## src/rtl/multi_channel_scoreboard.sv

```systemverilog
// Scoreboard monitor that follows one magic packet through an N-channel tagged datapath.
// Optional watchdog enabled by defining SB_TIMEOUT_EN (adds the sticky timeout output).
module multi_channel_scoreboard #(
    parameter int unsigned NUM_CH  = 4,
    parameter int unsigned WIDTH   = 8,
    parameter int unsigned DEPTH   = 8,
    parameter int unsigned TAGW    = $clog2(NUM_CH),
    parameter int unsigned CNTWID  = $clog2(DEPTH) + 1,
    parameter int unsigned TIMEOUT = 64
) (
    input  logic                    clk,
    input  logic                    rst,
    input  logic [NUM_CH-1:0]       push,
    input  logic [NUM_CH*WIDTH-1:0] flat_data_in,
    input  logic                    start,
    input  logic [TAGW-1:0]         sel_ch,
    input  logic                    out_vld,
    input  logic [WIDTH-1:0]        out_data,
    output logic                    captured,
    output logic                    data_out_vld,
    output logic                    prop_signal,
    output logic                    fail,
    output logic                    err_ovf,
    output logic                    err_udf
`ifdef SB_TIMEOUT_EN
    ,
    output logic                    timeout
`endif
);

    typedef enum logic [1:0] {ARM, TRACK, DONE} state_e;

    if (NUM_CH < 2 || TIMEOUT == 0) begin : g_bad_cfg
        $error("multi_channel_scoreboard: NUM_CH must be >= 2 and TIMEOUT > 0");
    end

    state_e              state_q, state_d;
    logic [CNTWID-1:0]   occ_q [NUM_CH];
    logic [CNTWID-1:0]   occ_d [NUM_CH];
    logic [CNTWID-1:0]   cnt_q, cnt_d;
    logic [TAGW-1:0]     trk_ch_q, trk_ch_d;
    logic [WIDTH-1:0]    magic_q, magic_d;
    logic                captured_q, captured_d;
    logic                fail_q, fail_d;
    logic                ovf_q, ovf_d;
    logic                udf_q, udf_d;

`ifdef SB_TIMEOUT_EN
    localparam int unsigned TMOW = $clog2(TIMEOUT + 1);
    logic [TMOW-1:0]     tmo_cnt_q, tmo_cnt_d;
    logic                tmo_q, tmo_d;
`endif

    logic [TAGW-1:0]     out_tag;
    logic [NUM_CH-1:0]   pop_vec;
    logic                tag_ok;
    logic                sel_push, sel_pop, trk_pop, match;
    logic [CNTWID-1:0]   sel_occ;
    logic [WIDTH-1:0]    sel_data;

    assign out_tag = out_data[WIDTH-1 -: TAGW];
    assign match   = (out_data == magic_q);

    // Tag decode: which channel (if any) the emitted packet is departing from
    always_comb begin
        pop_vec  = '0;
        tag_ok   = 1'b0;
        sel_push = 1'b0;
        sel_pop  = 1'b0;
        sel_occ  = '0;
        sel_data = '0;
        trk_pop  = 1'b0;
        for (int c = 0; c < int'(NUM_CH); c++) begin
            if (out_tag == TAGW'(c)) begin
                tag_ok     = 1'b1;
                pop_vec[c] = out_vld;
            end
        end
        for (int c = 0; c < int'(NUM_CH); c++) begin
            if (sel_ch == TAGW'(c)) begin
                sel_push = push[c];
                sel_pop  = pop_vec[c];
                sel_occ  = occ_q[c];
                sel_data = flat_data_in[c*WIDTH +: WIDTH];
            end
            if (trk_ch_q == TAGW'(c)) begin
                trk_pop = pop_vec[c];
            end
        end
    end

    // Shadow occupancy with saturation; out-of-range tags count as underflow
    always_comb begin
        ovf_d = ovf_q;
        udf_d = udf_q | (out_vld & ~tag_ok);
        for (int c = 0; c < int'(NUM_CH); c++) begin
            occ_d[c] = occ_q[c];
            case ({push[c], pop_vec[c]})
                2'b10: begin
                    if (occ_q[c] == CNTWID'(DEPTH)) ovf_d = 1'b1;
                    else                            occ_d[c] = occ_q[c] + CNTWID'(1);
                end
                2'b01: begin
                    if (occ_q[c] == '0) udf_d = 1'b1;
                    else                occ_d[c] = occ_q[c] - CNTWID'(1);
                end
                default: ;
            endcase
        end
    end

    // Capture / track / check state machine
    always_comb begin
        state_d      = state_q;
        cnt_d        = cnt_q;
        trk_ch_d     = trk_ch_q;
        magic_d      = magic_q;
        fail_d       = fail_q;
        data_out_vld = 1'b0;
`ifdef SB_TIMEOUT_EN
        tmo_cnt_d    = tmo_cnt_q;
        tmo_d        = tmo_q;
`endif
        case (state_q)
            ARM: begin
                if (start && sel_push && (sel_occ < CNTWID'(DEPTH))) begin
                    state_d  = TRACK;
                    trk_ch_d = sel_ch;
                    magic_d  = sel_data;
                    cnt_d    = sel_occ + CNTWID'(1) - CNTWID'(sel_pop);
`ifdef SB_TIMEOUT_EN
                    tmo_cnt_d = '0;
`endif
                end
            end
            TRACK: begin
                if (trk_pop && (cnt_q != '0)) begin
                    cnt_d = cnt_q - CNTWID'(1);
                end
                if (trk_pop && (cnt_q == CNTWID'(1))) begin
                    data_out_vld = 1'b1;
                    fail_d       = fail_q | ~match;
                    state_d      = DONE;
                end
`ifdef SB_TIMEOUT_EN
                else if (tmo_cnt_q == TMOW'(TIMEOUT - 1)) begin
                    tmo_d   = 1'b1;
                    state_d = DONE;
                end else begin
                    tmo_cnt_d = tmo_cnt_q + TMOW'(1);
                end
`endif
            end
            DONE: begin
                if (!start) state_d = ARM;
            end
            default: state_d = ARM;
        endcase
        captured_d = (state_d == TRACK);
    end

    assign prop_signal = ~data_out_vld | match;
    assign captured    = captured_q;
    assign fail        = fail_q;
    assign err_ovf     = ovf_q;
    assign err_udf     = udf_q;
`ifdef SB_TIMEOUT_EN
    assign timeout     = tmo_q;
`endif

    always_ff @(posedge clk or negedge rst) begin
        if (!rst) begin
            state_q    <= ARM;
            cnt_q      <= '0;
            trk_ch_q   <= '0;
            magic_q    <= '0;
            captured_q <= 1'b0;
            fail_q     <= 1'b0;
            ovf_q      <= 1'b0;
            udf_q      <= 1'b0;
            for (int c = 0; c < int'(NUM_CH); c++) occ_q[c] <= '0;
`ifdef SB_TIMEOUT_EN
            tmo_cnt_q  <= '0;
            tmo_q      <= 1'b0;
`endif
        end else begin
            state_q    <= state_d;
            cnt_q      <= cnt_d;
            trk_ch_q   <= trk_ch_d;
            magic_q    <= magic_d;
            captured_q <= captured_d;
            fail_q     <= fail_d;
            ovf_q      <= ovf_d;
            udf_q      <= udf_d;
            for (int c = 0; c < int'(NUM_CH); c++) occ_q[c] <= occ_d[c];
`ifdef SB_TIMEOUT_EN
            tmo_cnt_q  <= tmo_cnt_d;
            tmo_q      <= tmo_d;
`endif
        end
    end

endmodule

```

## config.mk

```make
export PLATFORM = sky130hd
export DESIGN_NAME = multi_channel_scoreboard
export DESIGN_NICKNAME = d
export VERILOG_FILES = /design/src/rtl/multi_channel_scoreboard.sv
export SDC_FILE = /design/constraint.sdc
export NUM_CORES = 1
export LEC_CHECK = 0
export ABC_AREA = 1
export CAP_MARGIN = 40
export CORE_ASPECT_RATIO = 0.5
export CORE_MARGIN = 2
export CORE_UTILIZATION = 25
export CTS_BUF_LIST = sky130_fd_sc_hd__clkbuf_16
export CTS_CLUSTER_DIAMETER = 50
export CTS_CLUSTER_SIZE = 25
export DETAILED_ROUTE_END_ITERATION = 7
export PLACE_DENSITY = 0.54
export SKIP_LAST_GASP = 1
export SYNTH_ARGS = -nofsm -noshare
export SYNTH_HDL_FRONTEND = slang
export SYNTH_SLANG_ARGS = --single-unit
export TNS_END_PERCENT = 1
```

## constraint.sdc

```tcl
create_clock -name clk -period 2.9 [get_ports clk]
set_clock_uncertainty 0.2 [all_clocks]
set_input_delay 0.29 -clock clk [delete_from_list [all_inputs] [get_ports clk]]
set_output_delay 0.29 -clock clk [all_outputs]
set_load 0.02 [all_outputs]
```

Word level (Yosys, flattened, before mapping):

Cells that the tools add are included.

* logic and storage cells: 157
* flip-flop bits (word level): 36
* input port bits: 50
* output and inout port bits: 6

* muxes and demuxes: 65
* add/subtract/negate cells: 11
* equal/unequal tests: 36
* bitwise logic cells: 7
* magnitude comparators: 1
* reductions and logical operators: 25

Operators by type and width (count)
* $mux 4: 14
* $pmux 4 s2: 5
* $mux 1: 38
* $mux 8: 4
* $eq 2x2->1 const B: 11
* $add 4x1->4 const B: 5
* $ne 2x2->1 const B: 10
* $sub 4x1->4 const B: 5
* $eq 2x1->1 const B: 9
* $eq 4x4->1 const B: 4
* $logic_not 4->1: 4
* $reduce_and 3->1: 5
* $reduce_bool 2->1: 5
* $eq 8x8->1: 1
* $logic_not 2->1: 4
* $mux 2: 3
* $pmux 2 s3: 1
* $eq 4x1->1 const B: 1
* $logic_and 1x1->1: 4
* $lt 4x4->1 const B: 1
* $reduce_and 2->1: 2
* $reduce_bool 4->1: 1
* $sub 4x1->4: 1
* $not 1->1: 3
* 2 further kinds: 4

Logic depth before layout (Yosys ltp):

* depth after elaboration: 16
* mapped depth: 17
* mapped depth without buffers: 16

Worst setup path before layout:

Ideal clock, no wire load.

* kind: input-to-reg
* from: input sel_ch[0]
* to: register cnt_q[3]
* setup time: 117 ps
* cell stages on the path: 17
* data required time: 2583 ps
* arrival: 1899 ps
* path buffers: 2
* setup slack: 684 ps
* path through: buf_4 -> nor2_2 -> buf_2 -> inv_1 -> o221ai_1 -> nand2_1 -> inv_1 -> ha_1 -> ha_1 -> inv_1 -> ha_1 -> inv_1 -> nand3_1 -> nand3_1 -> nand3_1 -> nand2_1 -> nand2_1

* longest elaborated chain between the ends: 9
* elaborated cells on any way between the ends: 25

RTL lines
* start, declared: RTL line 16 `input logic [TAGW-1:0] sel_ch,`
* $logic_not 2->1: RTL line 80 `if (sel_ch == TAGW'(c)) begin`
* $mux 4 or $mux 1 (tied branches) (4 in series): RTL line 80
* $add 4x1->4, or another cell as far along: RTL line 130 `cnt_d = sel_occ + CNTWID'(1) - CNTWID'(sel_pop);`
* $sub 4x1->4 or $logic_and 1x1->1 (tied branches): RTL line 130, 126
* $mux 4 or $ne 2x2->1 (tied branches)
* $pmux 4 s2 or $reduce_and 3->1 (tied branches)
* end signal, assigned: RTL line 188 `cnt_q <= cnt_d;`
* end, declared: RTL line 40 `logic [CNTWID-1:0] cnt_q, cnt_d;`

Several ways; a longest one is shown, not always the timed one. The select of a mux whose other input is x is not followed.
A chain may end at the register's enable or synchronous reset.

Final worst setup path:

* from: input out_vld
* to: output data_out_vld

* longest elaborated chain between the ends: 8
* elaborated cells on any way between the ends: 11

RTL lines
* start, declared: RTL line 17 `input logic out_vld,`
* $mux 1: RTL line 74 `if (out_tag == TAGW'(c)) begin`
* $mux 1 (3 in series): RTL line 86 `if (trk_ch_q == TAGW'(c)) begin`
* $mux 1 (*): RTL line 86
* $logic_and 1x1->1 (*): RTL line 140 `if (trk_pop && (cnt_q == CNTWID'(1))) begin`
* $mux 1 (*): RTL line 140
* $mux 1 (*): RTL line 124 `case (state_q)`
* end, declared: RTL line 20 `output logic data_out_vld,`

Mark *: on every way between the ends. The rest lies on a longest branch, timed or not.

==> metrics.csv <==
stage,metric,value,unit
floorplanning,fp.dieW,155,um
floorplanning,start_util,25.8,%
floorplanning,num_io_pins,56,
sta,worst_slew_pin_slew,372,ps
sta,final_max_slew_viol_count,0,
clocking,cts_setup_buffers,0,
floorplanning,rows,27,
placement,place_inst,570,
global_routing,grt_overflow_total,0,
worst_setup_path,cp.arrival,2230,ps
clocking,numCtsBuffers,5,
sta,finalCritPeriodShare,93.8,%
global_routing,antenna_found_initial,0,
finish,mostFrequentLayoutCells,"nand2_1 (78), clkdlybuf4s50_1 (52), inv_1 (48)",
clocking,cts_sinks,36,
global_routing,grtUsageTotal,13.0,%
worst_setup_path,critPathKind,in2out,
worst_setup_path,critPathSlowestCell,clkdlybuf4s50_1,
clocking,clockRootBuffer,clkbuf_16,
finish,final_nets,502,
logic_synthesis,postSynth.asyncResetShare,100,%
routing,drtIter0Drc,138,
logic_synthesis,synth_ff_type,dfrtp_1,
worst_setup_path,critPathRequiredTime,2410,ps
worst_setup_path,max_stage_delay,590,ps
power_and_ir_drop,p_per_area,726,nW/um^2
sta,setup_tns,0,ps
sta,slew_headroom,75.1,%
placement,io_buffers,55,
placement,place.gp.congestion,0.798,
global_routing,grt_max_degree,30,
finish,regArea,901,sq um
global_routing,grt_pass1_vias,2593,
floorplanning,dieArea,12300,sq um
routing,routed_wl,7520,um
sta,period_minus_slack,2720,ps
routing,detail-route-antenna-nets,0,
placement,dpl.hpwl,5970,um
logic_synthesis,synth_top_area_share,31.7,%
sta,finalSetupViolCount,0,
logic_synthesis,yosys_warnings,0,
finish,multi_input_area,1690,sq um
finish,final_cells,579,
worst_setup_path,critical_path.startpoint_type,input pin,
finish,n_fill_cell,1147,
clocking,cts_buffer_depth,2,
routing,dr.pass1.iters,5,
finish,num_antenna_cells,0,
worst_setup_path,endpoint_kind,output port,
logic_synthesis,synthesis.nets,438,
run_status,status,finished clean,
floorplanning,die_h,79.4,um
power_and_ir_drop,vdd_drop_max,251,uV
finish,final_common_cell,nand2_1,
finish,final_layout_size_suffix_gt1_share,14.3,%
sta,grt_setup_unrepaired,no,
clocking,cts_tree,yes,
global_routing,grt_pass1_wl,12800,um
sta,clock.fmax,0.368,GHz
logic_synthesis,synth_seq_cells,36,
worst_setup_path,path_max_fanout,5,
power_and_ir_drop,leakage,0.00176,uW
logic_synthesis,yosysSeqAreaShare,31.7,%
run,maxCapViolCount,0,
logic_synthesis,synth-edff-count,0,
logic_synthesis,synthDistinctLibCells,43,
sta,hold_violations,0,
finish,synthToLayoutAreaGrowth,31.6,%
routing,via_count,2587,
routing,drc,0,
clocking,insertion_delay,270,ps
routing,via_per_inst,4.47,
clocking,clkTransAtPathRegs,60,ps
clocking,cts_max_level,2,
logic_synthesis,yosys.area.top_type,dfrtp_1,
logic_synthesis,synth_cells,369,
min_path,min_path_type,in2async,
logic_synthesis,ys_top_cells_by_area,"dfrtp_1 (32%), nand2_1 (10%), ha_1 (6.6%)",
routing,wl_per_cell,13.0,um
worst_setup_path,cp_common_cell,nand2_2,
floorplanning,core,11000,sq um
logic_synthesis,avgSynthCellArea,7.71,sq um
worst_setup_path,crit_path_cell_trace,clkdlybuf4s50_1 > nand2_2 > nor2_4 > nand2_2 > nand3_2 > nand2_1 > nor2_2 > nand2_2 > clkinv_2 > clkdlybuf4s50_1,
logic_synthesis,synthesis.area,2850,sq um
==> layout make-up <==
type	count	area share, %
timing repair buffer	64	16.9
tap	145	4.84
inverter	53	5.51
sequential	36	24.1
multi-input combinational	273	45.0
clock inverter	3	0.301
clock buffer	5	3.34
==> synthesized netlist by cell type, drive strengths merged, types with 2 or more instances <==
| master | number |
|---|---|
| nand3 | 40 |
| nand4 | 9 |
| xor2 | 14 |
| o22ai | 2 |
| nor2 | 27 |
| nand2 | 89 |
| nand3b | 2 |
| fa | 4 |
| inv | 50 |
| a21oi | 17 |
| or2 | 6 |
| clkinv | 3 |
| nor3 | 3 |
| ha | 15 |
| xnor2 | 4 |
| dfrtp | 36 |
| a22oi | 2 |
| o21ai | 32 |
| buf | 6 |
==> stage by stage <==
| step | util [%] | instance area (sq um) | total power [uW] | hold slack [ps] | setup slack [ps] |
|---|---|---|---|---|---|
| 2_1_floorplan | - | 2850 | 1850 | -206 | 684 |
| 3_3_place_gp | 32.3 | 3570 | 2200 | 253 | 168 |
| 3_5_place_dp | 32.5 | 3590 | 2220 | -41.5 | 128 |
| 4_1_cts | 33.9 | 3740 | 2740 | 204 | 123 |
| 5_1_grt | 33.9 | 3740 | 2980 | 204 | 42.5 |
| 6_report | 33.9 | 3740 | 2720 | 195 | 180 |
==> state kept, by name, summed over array words and instances (netlist names) <==
register  flops
cnt_q         4
state_q       2
fail          1
magic_q       8
occ_q        16
err_ovf       1
trk_ch_q      2
captured      1
err_udf       1
==> what timing repair did <==
action	CTS	global route
resized for setup	0	2
hold buffers	1	0
setup endpoints to repair	0	2
endpoints found under the hold margin	36	0
==> power by group <==
part	switching [uW]	internal [uW]	leakage, uW	total (uW)
Combinational	718	550	0.00126	1270
Sequential	211	728	0.000430	939
Clock	201	309	0.0000738	510
==> per-layer routing <==
| layer | wire length (um) | part of all wire, % | track usage, % | vias to the layer above |
|---|---|---|---|---|
| li1 | - | - | - | 1334 |
| met1 | 3910 | 52 | 18.6 | 1197 |
| met2 | 3210 | 43 | 21.0 | 51 |
| met3 | 339 | 4.5 | 2.01 | 5 |
| met4 | 53 | 0.71 | 2.31 | 0 |
| met5 | 0 | 0 | 0 | - |
==> critical path, delay by kind of cell <==
| kind | cells | cell delay, ps |
|---|---|---|
| buffers and inverters | 3 | 1230 |
| and+or+nand+nor | 7 | 720 |
==> path summary, 6_finish.rpt <==
check,end,start,slack (ps),cells past startpoint
max,data_out_vld,out_vld,180,10
min,captured,rst,200,2
max reg2reg,cnt_q[3],occ_q[13],830,12
min reg2reg,state_q[1],state_q[0],270,1
max in group asynchronous,occ_q[6],rst,1880,3
min in group clk,state_q[1],state_q[0],270,1
==> logic make-up (layout without fill, tap and decap cells) <==
family | after synthesis | count (layout) | synth area share, %
AOI/OAI and AO/OA | 59 | 59 | 13.0
xor gates and xnor gates | 18 | 18 | 5.54
DFF | 36 | 36 | 31.7
buffers and inverters | 60 | 125 | 9.06
and+or+nand+nor | 177 | 177 | 31.4
adders and majority gates | 19 | 19 | 9.41
Note: power is estimated with default switching activity, not from simulation.
